[config.mk]
export PLATFORM = sky130hd
export DESIGN_NAME = hazard_stall_controller_flat
export DESIGN_NICKNAME = d
export VERILOG_FILES = /design/src/rtl/hazard_stall_controller_pkg.sv /design/src/rtl/hazard_stall_controller_if.sv /design/src/rtl/hazard_stall_controller_load_use_detect.sv /design/src/rtl/hazard_stall_controller.sv /design/src/flat_wrapper.sv
export SDC_FILE = /design/constraint.sdc
export NUM_CORES = 1
export LEC_CHECK = 0
export ABC_AREA = 1
export CAP_MARGIN = 10
export CORE_MARGIN = 1.5
export CORE_UTILIZATION = 35
export CTS_CLUSTER_SIZE = 40
export DETAILED_ROUTE_END_ITERATION = 10
export MAX_ROUTING_LAYER = met4
export SLEW_MARGIN = 10
export SYNTH_ARGS = -nofsm -noshare
export SYNTH_HDL_FRONTEND = slang
export SYNTH_HIERARCHICAL = 1
export SYNTH_SLANG_ARGS = --single-unit
[constraint.sdc]
create_clock -name clk -period 1.7 [get_ports clk]
set_clock_uncertainty 0.1 [all_clocks]
set_input_delay 0.17 -clock clk [delete_from_list [all_inputs] [get_ports clk]]
set_output_delay 0.17 -clock clk [all_outputs]
set_load 0.05 [all_outputs]
[src/rtl/hazard_stall_controller_pkg.sv]
// Shared pipeline constants and FSM encoding for the hazard/stall controller.
package hazard_stall_controller_pkg;

  localparam int unsigned REG_W    = 5;
  localparam int unsigned MD_CNT_W = 4;

  localparam logic [REG_W-1:0] REG_ZERO = 5'd0;

  typedef enum logic {
    RUN     = 1'b0,
    MD_WAIT = 1'b1
  } md_state_e;

endpackage

[src/rtl/hazard_stall_controller_if.sv]
// Hazard bundle between the pipeline datapath (master) and the stall controller (slave).
interface hazard_stall_controller_if
  import hazard_stall_controller_pkg::*;
#(
  parameter int unsigned CNT_W = 16
) ();

  logic             memread_ex;
  logic [REG_W-1:0] rt_ex;
  logic [REG_W-1:0] rs_id;
  logic [REG_W-1:0] rt_id;
  logic             uses_rt_id;
  logic             md_start_id;
  logic             branch_taken_ex;

  logic             pc_write;
  logic             ifid_write;
  logic             idex_bubble;
  logic             ifid_flush;
  logic             md_go;
  logic             md_busy;
  logic             md_abort;
  logic [CNT_W-1:0] stall_cycles;

  modport master (
    output memread_ex, rt_ex, rs_id, rt_id, uses_rt_id, md_start_id, branch_taken_ex,
    input  pc_write, ifid_write, idex_bubble, ifid_flush, md_go, md_busy, md_abort,
           stall_cycles
  );

  modport slave (
    input  memread_ex, rt_ex, rs_id, rt_id, uses_rt_id, md_start_id, branch_taken_ex,
    output pc_write, ifid_write, idex_bubble, ifid_flush, md_go, md_busy, md_abort,
           stall_cycles
  );

endinterface

[src/rtl/hazard_stall_controller_load_use_detect.sv]
// Combinational load-use hazard compare; shared with the forwarding unit.
module load_use_detect
  import hazard_stall_controller_pkg::*;
(
  input  logic             memread_ex,
  input  logic [REG_W-1:0] rt_ex,
  input  logic [REG_W-1:0] rs_id,
  input  logic [REG_W-1:0] rt_id,
  input  logic             uses_rt_id,
  output logic             load_use
);

  // A load into $zero never produces a real dependency.
  always_comb begin
    load_use = memread_ex & (rt_ex != REG_ZERO) &
               ((rt_ex == rs_id) | (uses_rt_id & (rt_ex == rt_id)));
  end

endmodule

[src/rtl/hazard_stall_controller.sv]
// Pipeline stall/flush controller: load-use bubbles, multi-cycle MD stalls,
// branch flush/abort and a saturating stall-cycle performance counter.
module hazard_stall_controller
  import hazard_stall_controller_pkg::*;
#(
  parameter int unsigned MD_LATENCY = 8,
  parameter int unsigned CNT_W      = 16
) (
  input  logic                       clk,
  input  logic                       rst,
  hazard_stall_controller_if.slave   hz
);

  md_state_e             state, state_next;
  logic [MD_CNT_W-1:0]   md_cnt, md_cnt_next;
  logic [CNT_W-1:0]      stall_cnt;
  logic                  load_use;

  logic pc_write, ifid_write, idex_bubble, ifid_flush, md_go, md_busy, md_abort;

  load_use_detect u_load_use_detect (
    .memread_ex (hz.memread_ex),
    .rt_ex      (hz.rt_ex),
    .rs_id      (hz.rs_id),
    .rt_id      (hz.rt_id),
    .uses_rt_id (hz.uses_rt_id),
    .load_use   (load_use)
  );

  always_ff @(posedge clk or posedge rst) begin
    if (rst) begin
      state  <= RUN;
      md_cnt <= '0;
    end else begin
      state  <= state_next;
      md_cnt <= md_cnt_next;
    end
  end

  // Priority: taken branch > MD wait > load-use > MD start.
  always_comb begin
    pc_write    = 1'b1;
    ifid_write  = 1'b1;
    idex_bubble = 1'b0;
    ifid_flush  = 1'b0;
    md_go       = 1'b0;
    md_busy     = 1'b0;
    md_abort    = 1'b0;
    state_next  = state;
    md_cnt_next = md_cnt;

    if (hz.branch_taken_ex) begin
      ifid_flush  = 1'b1;
      idex_bubble = 1'b1;
      if (state == MD_WAIT) begin
        md_abort    = 1'b1;
        md_cnt_next = '0;
        state_next  = RUN;
      end
    end else if (state == MD_WAIT) begin
      pc_write    = 1'b0;
      ifid_write  = 1'b0;
      idex_bubble = 1'b1;
      md_busy     = 1'b1;
      if (md_cnt == '0) begin
        state_next = RUN;
      end else begin
        md_cnt_next = md_cnt - MD_CNT_W'(1);
      end
    end else if (load_use) begin
      pc_write    = 1'b0;
      ifid_write  = 1'b0;
      idex_bubble = 1'b1;
    end else if (hz.md_start_id) begin
      // The go cycle is itself a stall, so the wait covers MD_LATENCY-1 cycles.
      md_go       = 1'b1;
      pc_write    = 1'b0;
      ifid_write  = 1'b0;
      idex_bubble = 1'b1;
      md_cnt_next = MD_CNT_W'(MD_LATENCY - 2);
      state_next  = MD_WAIT;
    end
  end

  // Stall counter saturates at all-ones; flush-only cycles keep pc_write high.
  always_ff @(posedge clk or posedge rst) begin
    if (rst) begin
      stall_cnt <= '0;
    end else if (!pc_write && (stall_cnt != {CNT_W{1'b1}})) begin
      stall_cnt <= stall_cnt + CNT_W'(1);
    end
  end

  assign hz.pc_write     = pc_write;
  assign hz.ifid_write   = ifid_write;
  assign hz.idex_bubble  = idex_bubble;
  assign hz.ifid_flush   = ifid_flush;
  assign hz.md_go        = md_go;
  assign hz.md_busy      = md_busy;
  assign hz.md_abort     = md_abort;
  assign hz.stall_cycles = stall_cnt;

endmodule
[src/flat_wrapper.sv]
// flat-port wrapper written by rule: the top's interface ports become plain ports
module hazard_stall_controller_flat import hazard_stall_controller_pkg::*;
#(
  parameter int unsigned MD_LATENCY = 8,
  parameter int unsigned CNT_W      = 16
)
  (clk, rst, hz_memread_ex, hz_rt_ex, hz_rs_id, hz_rt_id, hz_uses_rt_id, hz_md_start_id, hz_branch_taken_ex, hz_pc_write, hz_ifid_write, hz_idex_bubble, hz_ifid_flush, hz_md_go, hz_md_busy, hz_md_abort, hz_stall_cycles);
  hazard_stall_controller_if #(.CNT_W(CNT_W)) hz_i ();
  input  logic clk;
  input  logic rst;
  input wire logic [$bits(hz_i.memread_ex)-1:0] hz_memread_ex;
  input wire logic [$bits(hz_i.rt_ex)-1:0] hz_rt_ex;
  input wire logic [$bits(hz_i.rs_id)-1:0] hz_rs_id;
  input wire logic [$bits(hz_i.rt_id)-1:0] hz_rt_id;
  input wire logic [$bits(hz_i.uses_rt_id)-1:0] hz_uses_rt_id;
  input wire logic [$bits(hz_i.md_start_id)-1:0] hz_md_start_id;
  input wire logic [$bits(hz_i.branch_taken_ex)-1:0] hz_branch_taken_ex;
  output wire logic [$bits(hz_i.pc_write)-1:0] hz_pc_write;
  output wire logic [$bits(hz_i.ifid_write)-1:0] hz_ifid_write;
  output wire logic [$bits(hz_i.idex_bubble)-1:0] hz_idex_bubble;
  output wire logic [$bits(hz_i.ifid_flush)-1:0] hz_ifid_flush;
  output wire logic [$bits(hz_i.md_go)-1:0] hz_md_go;
  output wire logic [$bits(hz_i.md_busy)-1:0] hz_md_busy;
  output wire logic [$bits(hz_i.md_abort)-1:0] hz_md_abort;
  output wire logic [$bits(hz_i.stall_cycles)-1:0] hz_stall_cycles;
  assign hz_i.memread_ex = hz_memread_ex;
  assign hz_i.rt_ex = hz_rt_ex;
  assign hz_i.rs_id = hz_rs_id;
  assign hz_i.rt_id = hz_rt_id;
  assign hz_i.uses_rt_id = hz_uses_rt_id;
  assign hz_i.md_start_id = hz_md_start_id;
  assign hz_i.branch_taken_ex = hz_branch_taken_ex;
  assign hz_pc_write = hz_i.pc_write;
  assign hz_ifid_write = hz_i.ifid_write;
  assign hz_idex_bubble = hz_i.idex_bubble;
  assign hz_ifid_flush = hz_i.ifid_flush;
  assign hz_md_go = hz_i.md_go;
  assign hz_md_busy = hz_i.md_busy;
  assign hz_md_abort = hz_i.md_abort;
  assign hz_stall_cycles = hz_i.stall_cycles;
  hazard_stall_controller #(.MD_LATENCY(MD_LATENCY), .CNT_W(CNT_W)) u_core (.clk(clk), .rst(rst), .hz(hz_i));
endmodule
==> summary.txt <==
Ys flop type - dfrtp_1
Core Area - 4350 um2
Final wirelength - 3.63 mm
Fin. max-slew vios - 0
Dpl hpwl - 2.95 mm
Drt via density - 4.55
GRT overflow - 0
Max-cap violations - 0
P per Cell Area - 799 nW/um2
Internal - 1030 uW
FILL cells - 439
Largest net degree at the start of global routing - 22
VDD IR max - 391 uV
Crit path time final - 1620 ps
Die height - 70.1 um
Seq pwr share - 0.375
Combinational Power Share - 0.438
Die width - 70.1 um
Critical path class - in2out
Cell taking the most area after synthesis - dfrtp_1
Number of synthesized flops with an enable pin - 0
Fin area - 2200 um2
DP Area - 2170 um2
Worst Tran Pin Value - 385 ps
Leak - 0.00112 uW
Initial antenna violation count - 0
Async set-or-reset flop fraction in the synthesized netlist - 1.00
CTS max path bufs - 2
Max Clk Rate - 618 MHz
DRT antenna net count - 0
Sw Pwr - 726 uW
Final Power - 1760 uW
H-tree levels - 1
# rows - 24
Top-count cell post-synth - nand2_1
Net Sw Frac - 0.414
Port bufs - 43
Synth warn - 6
Wire per inst - 10.3 um
Worst-path clk slew - 80 ps
Setup repair after global routing missed its margin - false
Drt initial violations - 70
Worst setup SP type - primary input
Area Overhead vs Synth - 39.3%
Worst hold path type - in2async
First-pass GRT wire length - 6.13 mm
Worst skew pair latency - 260 ps
Number of global-route vias before repair - 1411
Yosys top cell area share - 0.333
CTS Sinks - 21
DRC Markers - 0
Post-CTS Setup Inserts - 0
Mapped Avg Cell Area - 6.52 um2
# diodes - 0
Gr usage total - 0.155
Post-Syn Instances - 242
CTS Buf Count - 3
Share of cells above drive strength 1 - 0.287
Final-report setup violation count - 0
Worst EP arrival - 1350 ps
CTS tree - yes
Synthesized area - 1580 um2
Final Hold Fails - 0
Synth Register Bits - 21
Slew HR - 0.742
Crit path required time - 1430 ps
Largest fanout on the critical path - 3
Synth area leaders - dfrtp_1, nand2_1, inv_1
Root Buffer - clkbuf_8
GP Congestion - 0.801
Final period util - 0.952
Status - finished, final reports clean
Initial core utilization - 0.362
R2r worst-path depth - 6
Total die area - 4920 um2
Seq/Total Area, Yosys - 0.333
DRT Pass-1 Iters - 4
Clk pwr share - 0.187
Via count - 1603
Post-synth top cells - nand2_1, inv_1, nor2_1, dfrtp_1, nand3_1
Syn_nets - 265
IO Pins - 44
Element type at the critical path end - output pin
Layout Nets - 324
Cell variety after synth - 23
[power by group through the flow]
stage               logic, uW  clock network [uW]  registers, uW
global route              831                 360            671
finish                    769                 327            659
global placement          770                   0            668
detailed placement        775                   0            668
CTS                       775                 343            659
floorplan                 313                   0            850
[state kept, by name, summed over array words and instances (netlist names)]
name                    cells
u_core/md_cnt               4
u_core/hz.stall_cycles     16
u_core/state                1
[path summary, 6_finish.rpt]
path                                                        from                                endpoint  slack (ps)
min in group clk           u_core/hz.stall_cycles[1]$_DFFE_PP0P_   u_core/hz.stall_cycles[1]$_DFFE_PP0P_         450
hold / removal                                               rst  u_core/hz.stall_cycles[12]$_DFFE_PP0P_         130
max in group asynchronous                                    rst  u_core/hz.stall_cycles[10]$_DFFE_PP0P_        1130
setup / recovery                                     hz_rt_id[0]                             hz_pc_write          80
hold reg to reg            u_core/hz.stall_cycles[1]$_DFFE_PP0P_   u_core/hz.stall_cycles[1]$_DFFE_PP0P_         450
setup reg to reg           u_core/hz.stall_cycles[1]$_DFFE_PP0P_   u_core/hz.stall_cycles[2]$_DFFE_PP0P_         110
[critical path, cell delays in order]
cell and delay [ps]:
clkdlybuf4s15_1 180, inv_2 40, nand2_1 50, nand2_1 50, nor2_2 90, nand3_1 100
a21oi_2 210, inv_2 70, a21oi_4 180, inv_4 70, buf_8 150
[cells by family after synthesis]
group,after synthesis,share of synthesized area
and+or+nand+nor,151,0.413
buffers and inverters,42,0.117
DFF,21,0.333
AOI/OAI and AO/OA,17,0.0714
xor gates and xnor gates,9,0.0500
adders and majority gates,2,0.0159
[layout by cell type (no fill, tap or decap), drive strengths merged, types with 4 or more instances in the layout]
cell           instances
nand2                 95
buf                   41
inv                   37
nor2                  34
dfrtp                 21
nand3                 16
o21ai                 13
clkbuf                13
xnor2                  8
nand4                  6
clkdlybuf4s50          4
[metrics by stage]
step           instances  hold WS [ps]  setup WS, ps  setup TNS, ps  utilization
2_1_floorplan        242          46.2          2.42              0            -
3_3_place_gp         348           424          -502         -11020        0.499
3_5_place_dp         348           429          -534         -11160        0.499
4_1_cts              352           143          1.08              0        0.512
5_1_grt              352           185         0.823              0        0.505
6_report             352           132          82.2              0        0.505
[what timing repair did]
| item | 4_1_cts | 5_1_grt |
|---|---|---|
| hold buffers | 0 | 0 |
| gates resized for setup | 31 | 29 |
| pin swaps | 9 | 13 |
| endpoints found under the setup margin | 25 | 22 |
[area by class of cell]
cell class              count  area, um2  share of cell area
multi-input cells         179        890               0.405
flip-flops and latches     21        532               0.242
repair buffers             59        526               0.239
inverters                  37        141              0.0643
well taps                  52       65.1              0.0296
clock buffers               4       45.0              0.0205
[layer usage]
metal / vias up / global-route usage / routed length, um / share of wire
met5: - / - / 0 / 0
met4: 0 / 0.0256 / 27 / 0.0074
met3: 5 / 0.0332 / 140 / 0.039
met2: 28 / 0.244 / 1720 / 0.47
met1: 716 / 0.209 / 1740 / 0.48
li1: 854 / - / - / -
No activity file was read; power rests on OpenSTA's default activity.
